`config.mk`:
```
export PLATFORM = sky130hd
export DESIGN_NAME = audio_capture_buffer
export DESIGN_NICKNAME = d
export VERILOG_FILES = /design/src/rtl/audio_capture_buffer.sv
export SDC_FILE = /design/constraint.sdc
export NUM_CORES = 2
export LEC_CHECK = 0
export CORE_ASPECT_RATIO = 1.1
export CORE_UTILIZATION = 43
export CTS_CLUSTER_DIAMETER = 40
export DETAILED_ROUTE_END_ITERATION = 8
export SYNTH_ARGS = -nofsm -noshare
export SYNTH_HDL_FRONTEND = slang
export SYNTH_SLANG_ARGS = --single-unit
```
`constraint.sdc`:
```
create_clock -name clk -period 3.2 [get_ports clk]
set_input_delay 0.8 -clock clk [delete_from_list [all_inputs] [get_ports clk]]
set_output_delay 0.8 -clock clk [all_outputs]
set_load 0.05 [all_outputs]
```
`src/rtl/audio_capture_buffer.sv`:
```
// Ping-pong capture buffer: codec samples fill one bank while the host reads the other,
// with a level interrupt at every bank swap and a sticky overrun flag for missed acks.
module audio_capture_buffer #(
   parameter int DEPTH = 100,
   parameter int WIDTH = 16
) (
   input  logic             clk,
   input  logic             reset,
   input  logic             sample_valid,
   input  logic [WIDTH-1:0] audio_in,
   input  logic             rd_en,
   input  logic [6:0]       rd_addr,
   output logic [WIDTH-1:0] rd_data,
   output logic             rd_valid,
   input  logic             irq_ack,
   output logic             audio_irq
);

   localparam int AW = $clog2(DEPTH);
   localparam logic [6:0] LAST_IDX    = 7'(DEPTH - 1);
   localparam logic [6:0] STATUS_ADDR = 7'(DEPTH);

   typedef enum logic [1:0] {
      SRC_ZERO,
      SRC_BANK,
      SRC_STATUS
   } rd_src_t;

   logic             wbank_reg, wbank_next;
   logic [6:0]       widx_reg, widx_next;
   logic             irq_reg, irq_next;
   logic             overrun_reg, overrun_next;
   logic [7:0]       frame_cnt_reg, frame_cnt_next;
   logic             frame_done;

   rd_src_t          rd_src_reg;
   logic             rbank_reg;
   logic [WIDTH-1:0] status_reg;
   logic [WIDTH-1:0] status_word;
   logic             rd_valid_reg;
   logic             rd_in_bank;

   assign frame_done = sample_valid && (widx_reg == LAST_IDX);
   assign rd_in_bank = rd_en && (rd_addr < STATUS_ADDR);

   // An ack in the same cycle as a completion retires the old frame first,
   // so the new frame raises irq without being counted as an overrun.
   always_comb begin
      wbank_next     = wbank_reg;
      widx_next      = widx_reg;
      irq_next       = irq_reg;
      overrun_next   = overrun_reg;
      frame_cnt_next = frame_cnt_reg;
      if (irq_ack) begin
         irq_next     = 1'b0;
         overrun_next = 1'b0;
      end
      if (sample_valid) begin
         if (frame_done) begin
            widx_next      = '0;
            wbank_next     = ~wbank_reg;
            irq_next       = 1'b1;
            frame_cnt_next = frame_cnt_reg + 8'd1;
            if (irq_reg && !irq_ack)
               overrun_next = 1'b1;
         end else begin
            widx_next = widx_reg + 7'd1;
         end
      end
   end

   always_comb begin
      status_word       = '0;
      status_word[15:8] = frame_cnt_reg;
      status_word[2]    = overrun_reg;
      status_word[1]    = ~wbank_reg;
      status_word[0]    = irq_reg;
   end

   always_ff @(posedge clk) begin
      if (reset) begin
         wbank_reg     <= 1'b0;
         widx_reg      <= '0;
         irq_reg       <= 1'b0;
         overrun_reg   <= 1'b0;
         frame_cnt_reg <= '0;
         rd_src_reg    <= SRC_ZERO;
         rbank_reg     <= 1'b0;
         status_reg    <= '0;
         rd_valid_reg  <= 1'b0;
      end else begin
         wbank_reg     <= wbank_next;
         widx_reg      <= widx_next;
         irq_reg       <= irq_next;
         overrun_reg   <= overrun_next;
         frame_cnt_reg <= frame_cnt_next;
         rd_valid_reg  <= rd_en;
         if (rd_en) begin
            if (rd_addr < STATUS_ADDR) begin
               rd_src_reg <= SRC_BANK;
               rbank_reg  <= ~wbank_reg;
            end else if (rd_addr == STATUS_ADDR) begin
               rd_src_reg <= SRC_STATUS;
               status_reg <= status_word;
            end else begin
               rd_src_reg <= SRC_ZERO;
            end
         end
      end
   end

   // Each bank is a simple dual-port RAM with its own registered read port.
   for (genvar gi = 0; gi < 2; gi++) begin : g_bank
      logic [WIDTH-1:0] mem [0:DEPTH-1];
      logic [WIDTH-1:0] q_reg;

      always_ff @(posedge clk) begin
         if (!reset && sample_valid && (wbank_reg == 1'(gi)))
            mem[widx_reg[AW-1:0]] <= audio_in;
      end

      always_ff @(posedge clk) begin
         if (reset)
            q_reg <= '0;
         else if (rd_in_bank)
            q_reg <= mem[rd_addr[AW-1:0]];
      end
   end

   always_comb begin
      rd_data = '0;
      case (rd_src_reg)
         SRC_BANK:   rd_data = rbank_reg ? g_bank[1].q_reg : g_bank[0].q_reg;
         SRC_STATUS: rd_data = status_reg;
         default:    rd_data = '0;
      endcase
   end

   assign rd_valid  = rd_valid_reg;
   assign audio_irq = irq_reg;

endmodule
```
**Word level (Yosys, flattened, before mapping)**

Memories as Yosys holds them, arrays and structs flattened. A register that Yosys moved wholly into a read port is not among the register bits.
Index checks and enable logic that the tools add are counted.

- Bits in registers: 33
- RAM bits: 3200
- Input bits: 28
- Output and inout bits: 18
- Memories kept: 2

- Add/subtract/negate cells: 2
- $lt $le $gt $ge: 1
- Equality and inequality tests: 4
- Multiplexer cells: 16
- Bitwise gates (word level): 2
- Reduce and logical (&&, ||, !) cells: 11

Memories:

| memory | words | width | rd ports | clocked after Yosys merged registers in | write ports | line | text |
|---|---|---|---|---|---|---|---|
| g_bank[0].mem | 100 | 16 | 1 | 1 | 1 | 114 | `logic [WIDTH-1:0] mem [0:DEPTH-1];` |
| g_bank[1].mem | 100 | 16 | 1 | 1 | 1 | 114 |  |

Operator list:

| operator | number |
|---|---|
| $pmux W16 S2 | 1 |
| $mux W16 | 1 |
| $eq A7 B7 Y1 const B | 2 |
| $mux W1 | 11 |
| $add A8 B1 Y8 const B | 1 |
| $add A7 B1 Y7 const B | 1 |
| $lt A7 B7 Y1 const B | 1 |
| $mux W7 | 1 |
| $logic_and A1 B1 Y1 | 6 |
| $mux W2 | 2 |
| $reduce_and A2 Y1 | 2 |
| $reduce_and A3 Y1 | 1 |
| $eq A2 B1 Y1 const B | 1 |
| $eq A2 B2 Y1 const B | 1 |
| $logic_not A1 Y1 | 2 |
| $not A1 Y1 | 2 |

**Longest topological paths before layout**

- Word-level depth: 5
- Depth in mapped cells: 12
- Mapped depth without buffers: 7

**Least setup slack after synthesis**

No wires, ideal clock.

- Kind: input to register
- Start point: input port rd_addr[0]
- End point: register g_bank[0].q_reg[1] (read register of g_bank[0].mem)
- Arrival: 2.739 ns
- Required time: 3.074 ns
- Path slack: 0.335 ns
- Stages on the path: 8
- Cells stage by stage: buf_6 buf_8 buf_6 buf_4 mux4_2 mux4_2 o221ai_1 o22ai_1

- Word-level cells in the longest chain between the ends: 2

RTL lines:

| what | line | text |
|---|---|---|
| start, declared | 12 | `input logic [6:0] rd_addr,` |
| $lt A7 B7 Y1 | 44 | `assign rd_in_bank = rd_en && (rd_addr < STATUS_ADDR);` |
| $logic_and A1 B1 Y1 | 44 |  |
| end, declared | 115 | `logic [WIDTH-1:0] q_reg;` |

Several ways; a longest one is shown, not always the timed one.
A chain may end at the register's enable or synchronous reset.

**Worst setup path in the final report**

- Start point: register rbank_reg
- End point: output port rd_data[13]

- Word-level cells in the longest chain between the ends: 2

RTL lines:

| what | line | text |
|---|---|---|
| start, declared | 37 | `logic rbank_reg;` |
| start signal, assigned | 101 | `rbank_reg <= ~wbank_reg;` |
| $mux W16 | 133 | `SRC_BANK: rd_data = rbank_reg ? g_bank[1].q_reg : g_bank[0].q_reg;` |
| $pmux W16 S2 | 132 | `case (rd_src_reg)` |
| end, declared | 13 | `output logic [WIDTH-1:0] rd_data,` |

Every way passes these cells.

==> impl_metrics.json <==
{
  "first_global_vias": 65900,
  "netlist.top_cell.by_area": "edfxtp_1",
  "htreeDepth": 5,
  "synth_area_leaders": "edfxtp_1 (76%), mux4_2 (13%), mux2i_1 (2.3%), dfxtp_1 (1.0%), nor2_1 (0.92%)",
  "layout-drive-gt1-share_pct": 35.5,
  "p_seq_share_pct": 48.2,
  "yosysMostFrequentCell": "edfxtp_1",
  "violations": "DRC",
  "finalMaxSlewViolations": 0,
  "hp-class": "input port to register",
  "syn_area_per_cell_um2": 21.9,
  "portBuffers": 45,
  "synth.area.mux_share_pct": 16.4,
  "synth-simple-area-share_pct": 2.01,
  "switchingPower_uw": 21600,
  "drcViolationCount": 28,
  "fp.dieH_um": 570,
  "worstSkewPairLatency_ns": 0.94,
  "sw_frac_of_total_pct": 22.1,
  "async_reset_ff_share_pct": 0,
  "ant_nets": 0,
  "cp_cell_sequence": "buf_8 > mux2_2 > a22oi_2 > nor2_1 > buf_4",
  "vias_per_cell": 5.94,
  "synth_nets": 5804,
  "ys.flop_type": "edfxtp_1",
  "layout.cells.non_filler": 11000,
  "antenna_found_initial": 17,
  "clk_pin_slew_ns": 0.06,
  "crit_fanout": 11,
  "crit_type": "register to output pin",
  "first_pass_iters": 9,
  "ys_types": 71,
  "internal_power_uw": 76100,
  "netlist_area_um2": 126000,
  "dr_total_vias": 65500,
  "nets": 6845,
  "status": "finished with violations",
  "yosysTopAreaCellShare_pct": 76.2,
  "place_congestion": 0.871,
  "relSlewSlack_pct": 31.9,
  "synth_compound_area_share_pct": 2.54,
  "ir_drop_v": 0.000433,
  "synth_xor_area_share_pct": 0.0764,
  "synth_edf_count": 3200,
  "cts_buffers": 393,
  "power.leakage_uw": 0.0502,
  "largest_reg_flops": 3200,
  "cts_buffer_depth": 4,
  "clkPwrFrac_pct": 46.5,
  "tightest_slew_ns": 1.02,
  "cpPeakStageDelay_ns": 0.41,
  "fillers": 22200,
  "multiInputGateArea_um2": 26900,
  "worst_ep_required_time_ns": 2.40,
  "cp_slowest_cell": "mux2_2",
  "wire_per_inst_um": 32.5,
  "dieArea_um2": 296000,
  "rsz0062_at_grt": "false",
  "seq_area_um2": 97400,
  "ys_ff_latch": 3265,
  "finalCriticalPeriod_ns": 3.14,
  "seq_area_frac_synth_pct": 77.2,
  "comb_power_share_pct": 5.4,
  "dp_hpwl_um": 228000,
  "initial_core_util_pct": 43.2,
  "finalClockSkew_ns": 0.0617,
  "netlist_instances": 5772,
  "hold_buffers": 0,
  "cts_sinks": 3265,
  "grtUsageTotal_pct": 24.2,
  "synthTopCellsByCount": "edfxtp_1 (3,200), mux4_2 (754), nor2_1 (310)",
  "endpoint_kind": "output pin",
  "cts_root_buf": "clkbuf_16",
  "max_freq_mhz": 319,
  "die_w_um": 518,
  "overflow": 0,
  "areaGrowthSynthToFinish_pct": 22.0,
  "core_um2": 292000,
  "rows": 208,
  "finalHoldViolCount": 0,
  "power_density_nw_per_um2": 635,
  "reg2reg_slack_ns": 0.45,
  "synth_top_family_by_area": "multiplexers",
  "p_total_uw": 97700,
  "synthAdderAreaFrac_pct": 0.0397,
  "cts_tree": "built",
  "max_cap_violations": 0,
  "grt_max_degree": 117,
  "fin_crit_sh_pct": 98.1,
  "drt_iter0_markers": 7938,
  "dpl.cell_count": 10300,
  "cp-start-kind": "register",
  "setup_viol": 0,
  "cp.arrival_ns": 2.34,
  "ios": 46,
  "yosys_warnings": 0,
  "wirelength_um": 359000,
  "grt_pass1_wl_um": 505000
}
through the flow:
| step | hold WS [ns] | worst slack, ns | area (µm²) | util (%) | setup TNS [ns] |
|---|---|---|---|---|---|
| 6_report | 0.138 | 0.0621 | 154000 | 52.7 | 0 |
| 5_1_grt | 0.126 | 0.0231 | 154000 | 52.7 | 0 |
| 4_1_cts | 0.0806 | 0.00868 | 154000 | 52.7 | 0 |
| 3_5_place_dp | 0.491 | -1.05 | 140000 | 48.1 | -11.34 |
| 3_3_place_gp | 0.476 | -1.02 | 140000 | 48.1 | -10.69 |
| 2_1_floorplan | 0.450 | 0.335 | 126000 | - | 0 |
cells by family after synthesis:
kind of cell / count (synthesis)
compound gates: 449
xor+xnor: 11
fa+ha+maj: 4
buf+inv: 360
flops: 3265
mux: 1089
simple gates: 594
worst paths after layout:
path,to,from,cells after the start
worst max-delay path,rd_data[13],rbank_reg,5
worst min-delay path,g_bank[1].mem[66][8],audio_in[8],1
worst max register to register,g_bank[0].q_reg[9],g_bank[0].mem[63][9],7
worst min register to register,status_reg[12],status_reg[12],2
critical path: cells and delay by family (launching register included):
| family | cells | cell delay, ns |
|---|---|---|
| AOI/OAI and AO/OA | 1 | 0.16 |
| buffers and inverters | 2 | 0.36 |
| DFF | 1 | 0.39 |
| muxes | 1 | 0.41 |
| and+or+nand+nor | 1 | 0.09 |
per-layer routing:
| metal | routed length [µm] | share of wire (%) | vias to the layer above | track usage [%] |
|---|---|---|---|---|
| li1 | - | - | 26500 | - |
| met4 | 12600 | 3.5 | 2 | 8.33 |
| met1 | 141000 | 39 | 35200 | 33.1 |
| met3 | 31900 | 8.9 | 561 | 4.29 |
| met2 | 173000 | 48 | 3248 | 39.2 |
| met5 | 13 | 0.0036 | - | 0 |
layout by cell type, fill, tap and decap left out, drive strengths merged, types with 9 or more instances in the layout:
cell type  instances
a211oi            11
a21oi             68
a221oi            41
a22o              30
a22oi             69
a311oi             9
a31oi             17
a32oi             10
and2              10
and3              12
buf              991
bufinv            45
clkbuf           451
clkinv           118
clkinvlp          44
dfxtp             65
edfxtp          3200
inv               72
mux2              25
mux2i            293
mux4             771
nand2            136
nand2b            10
nand3             39
nor2             310
nor2b             21
nor3              30
o21ai             49
o221ai            27
o22ai             55
what timing repair did:
item / CTS / global route
setup buffers: 2 / 0
gates resized for setup: 9 / 7
setup endpoints to repair: 16 / 11
final cells by class:
class | count | area share, %
Inverter | 10 | 0.0325
Sequential cell | 3265 | 63.3
Clock buffer | 451 | 6.65
Timing Repair Buffer | 996 | 7.32
Clock inverter | 269 | 2.08
Antenna cell | 4 | 0.00650
Tap cell | 3885 | 3.16
Multi-Input combinational cell | 2147 | 17.5
power groups by stage:
| stage | clock network, µW | registers, µW | logic [µW] |
|---|---|---|---|
| finish | 45400 | 47100 | 5230 |
| global route | 47600 | 47000 | 5430 |
| CTS | 45900 | 47100 | 5230 |
| detailed placement | 0 | 48000 | 5210 |
| global placement | 0 | 48000 | 5150 |
| floorplan | 0 | 47900 | 2320 |
Note: power is estimated with default switching activity, not from simulation.
